[src/rtl/mem_arbiter.sv]
// Round-robin arbiter sharing one block-wide memory between the icache refill
// port and the dcache refill/writeback port, with a start-timeout error flag.
module mem_arbiter #(
    parameter int ADDR_W        = 28,
    parameter int DATA_W        = 128,
    parameter int START_TIMEOUT = 15
) (
    input  logic              clock,
    input  logic              reset,
    input  logic              i_req,
    input  logic [ADDR_W-1:0] i_addr,
    output logic [DATA_W-1:0] i_rdata,
    output logic              i_ack,
    input  logic              d_req,
    input  logic              d_we,
    input  logic [ADDR_W-1:0] d_addr,
    input  logic [DATA_W-1:0] d_wdata,
    output logic [DATA_W-1:0] d_rdata,
    output logic              d_ack,
    output logic              mem_read,
    output logic              mem_write,
    output logic [ADDR_W-1:0] mem_address,
    output logic [DATA_W-1:0] mem_writedata,
    input  logic [DATA_W-1:0] mem_readdata,
    input  logic              mem_busywait,
    output logic              err
);

    localparam logic [1:0] IDLE  = 2'd0;
    localparam logic [1:0] ISSUE = 2'd1;
    localparam logic [1:0] WAIT  = 2'd2;
    localparam logic [1:0] DONE  = 2'd3;

    localparam logic OWN_I = 1'b0;
    localparam logic OWN_D = 1'b1;

    localparam int CNT_W = $clog2(START_TIMEOUT + 1);
    localparam logic [CNT_W-1:0] CNT_LAST = CNT_W'(START_TIMEOUT - 1);

    logic [1:0]        state;
    logic              owner;
    logic              last_grant;
    logic              we_q;
    logic [ADDR_W-1:0] addr_q;
    logic [DATA_W-1:0] wdata_q;
    logic [DATA_W-1:0] i_rdata_q;
    logic [DATA_W-1:0] d_rdata_q;
    logic [CNT_W-1:0]  cnt;
    logic              err_q;

    logic grant_valid;
    logic grant_d;

    // On a tie the port that did not win last time gets the memory.
    always_comb begin
        grant_valid = i_req | d_req;
        if (i_req && d_req) begin
            grant_d = (last_grant == OWN_I);
        end else begin
            grant_d = d_req;
        end
    end

    always_ff @(posedge clock) begin
        if (!reset) begin
            state      <= IDLE;
            owner      <= OWN_I;
            last_grant <= OWN_I;
            we_q       <= 1'b0;
            addr_q     <= '0;
            wdata_q    <= '0;
            i_rdata_q  <= '0;
            d_rdata_q  <= '0;
            cnt        <= '0;
            err_q      <= 1'b0;
        end else begin
            case (state)
                IDLE: begin
                    if (grant_valid) begin
                        owner  <= grant_d;
                        we_q   <= grant_d & d_we;
                        addr_q <= grant_d ? d_addr : i_addr;
                        if (grant_d) begin
                            wdata_q <= d_wdata;
                        end
                        state <= ISSUE;
                    end
                end
                ISSUE: begin
                    if (mem_busywait) begin
                        state <= WAIT;
                    end else if (cnt == CNT_LAST) begin
                        // Memory never accepted the strobe: still ack, with zero data on a read.
                        err_q <= 1'b1;
                        if (!we_q) begin
                            if (owner == OWN_D) begin
                                d_rdata_q <= '0;
                            end else begin
                                i_rdata_q <= '0;
                            end
                        end
                        state <= DONE;
                    end else begin
                        cnt <= cnt + CNT_W'(1);
                    end
                end
                WAIT: begin
                    if (!mem_busywait) begin
                        if (!we_q) begin
                            if (owner == OWN_D) begin
                                d_rdata_q <= mem_readdata;
                            end else begin
                                i_rdata_q <= mem_readdata;
                            end
                        end
                        state <= DONE;
                    end
                end
                DONE: begin
                    last_grant <= owner;
                    cnt        <= '0;
                    state      <= IDLE;
                end
                default: begin
                    state <= IDLE;
                end
            endcase
        end
    end

    logic strobe;

    // Strobes cover ISSUE and WAIT only, so every transfer is one clean window.
    always_comb begin
        strobe        = (state == ISSUE) || (state == WAIT);
        mem_read      = strobe & ~we_q;
        mem_write     = strobe & we_q;
        mem_address   = addr_q;
        mem_writedata = wdata_q;
        i_ack         = (state == DONE) && (owner == OWN_I);
        d_ack         = (state == DONE) && (owner == OWN_D);
        i_rdata       = i_rdata_q;
        d_rdata       = d_rdata_q;
        err           = err_q;
    end

endmodule

[config.mk]
export PLATFORM = sky130hd
export DESIGN_NAME = mem_arbiter
export DESIGN_NICKNAME = d
export VERILOG_FILES = /design/src/rtl/mem_arbiter.sv
export SDC_FILE = /design/constraint.sdc
export NUM_CORES = 1
export LEC_CHECK = 0
export CORE_AREA = 2 2 287 289
export DETAILED_ROUTE_END_ITERATION = 10
export DIE_AREA = 0 0 289 291
export PLACE_DENSITY = 0.56
export SYNTH_ARGS = -nofsm -noshare
export SYNTH_HDL_FRONTEND = slang
export SYNTH_SLANG_ARGS = --single-unit
[constraint.sdc]
create_clock -name clock -period 2.7 [get_ports clock]
set_clock_uncertainty 0.2 [all_clocks]
set_input_delay 0.54 -clock clock [delete_from_list [all_inputs] [get_ports clock]]
set_output_delay 0.54 -clock clock [all_outputs]
set_load 0.005 [all_outputs]
==> results.toml <==
[outcome]
outcome = "completed"

[final_layout]
drive_above_1_share = 0.0639
fin_util = 0.330
syn2layout_area_growth_pct = 61.6
nets = 2813
fillerInstances = 8398

[job]
cap_viol_max_count = 0

[synth]
synth_area_per_cell_um2 = 9.20
synth_largest_area_cell = "dfxtp_1"
syn-instance-count = 1803
syn_nets = 2129
seq_area_frac_synth = 0.509
yosysTopAreaCellShare = 0.509
synthMuxAreaShare = 0.155
synth_commonest_cells = "422 x dfxtp_1, 316 x nand2_1, 261 x nand3_1"
synth_compound_area_frac = 0.107
synthTopCellsByArea = "dfxtp_1 51%, mux2i_1 16%, nand3_1 7.9%"
synth_xor_area_frac = 0
yosys.area_share.simple = 0.159
synth_async_sr_flop_share = 0
ys_warn_count = 0
ys_ff_latch = 422
ys.flop_type = "dfxtp_1"
synthAdderAreaFrac = 0.00604
synth_top_family_by_area = "simple AND/OR/NAND/NOR gates"
synth_area_um2 = 16600
yosysUniqueCellTypes = 41
synth_edf_count = 0
synth.most_common_cell = "dfxtp_1"

[detailed_routing]
drt_pre_antenna_iters = 5
drt_iter0_markers = 632
vias_per_cell = 4.32
vias = 15500
wl_mm = 64.1
routedWlPerCell_um = 17.8
ant_nets = 0
drc = 0

[sta]
tns_ns = 0
fmax_mhz = 405
period_share = 0.914
slew_headroom = 0.413
worst_slack_ns = 0.232
rsz0062_at_grt = "false"
min_period_ns = 2.47
max_slew.worst_pin.slew_ns = 0.881
drv_slew = 0
finalSetupViolations = 0
hold_viol_final = 0

[clock_tree]
insertion_delay_ns = 0.57
htreeDepth = 2
clockBufferDepth = 3
clockRootBuffer = "clkbuf_16"
hold_buffers = 0
clk_pin_slew_ns = 0.06
numClockSinks = 422
cts_tree = "yes"
cts_buffers = 48
post_cts_buffers = 0

[power_and_ir_drop]
power_density_nw_per_um2 = 746
vdd.ir_drop.worst_mv = 0.606
power.leakage_nw = 9.91

[grt]
grt-busiest-layer = "met2"
overflow = 0
grt_pass1_vias = 15500
use_met2 = 0.247
grt_pass1_wl_mm = 95.3
grt_use_met1 = 0.171
track_usage = 0.144
grt_max_degree = 131
use_met3 = 0.0480
antenna_found_initial = 5

[floorplanning]
io-pin-count = 735
die_area_um2 = 84100
placementRows = 105
fp.dieH_um = 291
initial_utilization = 0.204
core_area_um2 = 81200
die_w_um = 289

[critical_path]
critPathLaunchType = "flip-flop"
slowest_delay_ns = 0.39
end_kind = "primary output"
cp.required_ns = 1.96
worstPathArrival_ns = 1.73
worst-setup-path-type = "flip-flop to primary output"
path_cells = "inv_1 > ha_4 > nor2b_1 > dlygate4sd2_1"
r2r_cells = 6
crit_fanout = 6
critPathSlowestCell = "dfxtp_4"

[place]
pre_cts_ws_ns = -0.0608
routabilityCongestion = 0.797
portBuffers = 734
post-dp-hpwl_mm = 46.7

[worst_hold_path]
whs_path_depth = 3
holdCritPathClass = "primary input to flip-flop"
## worst paths after layout
path                                    from               to  slack (ns)
worst max register to register      state[1]     d_rdata[107]        0.29
worst min register to register  i_rdata[115]     i_rdata[115]        0.25
worst min-delay path                   reset  mem_address[11]        0.18
worst max-delay path                state[1]         mem_read        0.23
## power by group
| part | switching, W | internal, W | total, W |
|---|---|---|---|
| Clock | 0.00265 | 0.00395 | 0.00661 |
| Sequential | 0.000329 | 0.00683 | 0.00716 |
| Combinational | 0.00338 | 0.00285 | 0.00623 |
## worst max-delay path: cells and delay by family, from the launching register on
| kind | cells | cell delay (ns) |
|---|---|---|
| fa+ha+maj | 1 | 0.28 |
| buf+inv | 2 | 0.38 |
| flops | 1 | 0.39 |
| simple gates | 1 | 0.11 |
## routing by layer
metal	share of wire	vias to the layer above
met5	0.00019	-
met4	0.024	2
met3	0.088	80
met2	0.48	556
met1	0.41	7292
li1	-	7605
## stage by stage
step,power [W],area (um2),hold slack (ns),instances
final,0.0200,26800,0.181,3594
after global routing,0.0210,26800,0.184,3593
after CTS,0.0203,26800,0.148,3591
after detailed placement,0.0136,25200,0.245,3507
after global placement,0.0136,25200,0.241,3507
after floorplan,0.0107,16600,0.251,1803
## kinds of logic after synthesis
kind of cell	after synthesis
AND/OR/NAND/NOR	603
flip-flops	422
AO/OA/AOI/OAI	332
multiplexers	257
buffers and inverters	181
adder cells (fa/ha/maj)	8
## layout by cell type (no fill, tap or decap), types with 26 or more instances in the layout
cell type,Yosys,routed
clkdlybuf4s50_1,0,729
clkbuf_16,0,49
o21ai_1,54,54
dfxtp_1,422,420
o21ai_0,103,103
mux2i_1,257,257
nand3_1,261,261
a21oi_1,130,130
buf_4,0,48
a31oi_1,28,28
nand2_1,316,316
buf_12,11,26
## layout make-up
cell class / count / area (um2) / area share
sequential: 422 / 8460 / 0.315
timing repair buffer: 808 / 8230 / 0.307
multi-input combinational: 1200 / 7160 / 0.267
clock buffer: 74 / 1450 / 0.0541
tap: 1070 / 1340 / 0.0500
clock inverter: 10 / 128 / 0.00476
inverter: 7 / 30.0 / 0.00112
antenna: 3 / 7.51 / 0.000280
## flip-flops by register name, indices dropped and copies added, names as in the netlist, 2 cells and up
signal	flops
cnt	4
d_rdata	128
i_rdata	128
mem_address	28
mem_writedata	128
state	2
## timing repair
item                                    CTS  global route
cloned                                    0             0
gates resized for setup                   9             2
endpoints found under the hold margin     0             0
pin swaps                                 0             0
endpoints found under the setup margin    4             1
Power figures use the tool's default switching activity.
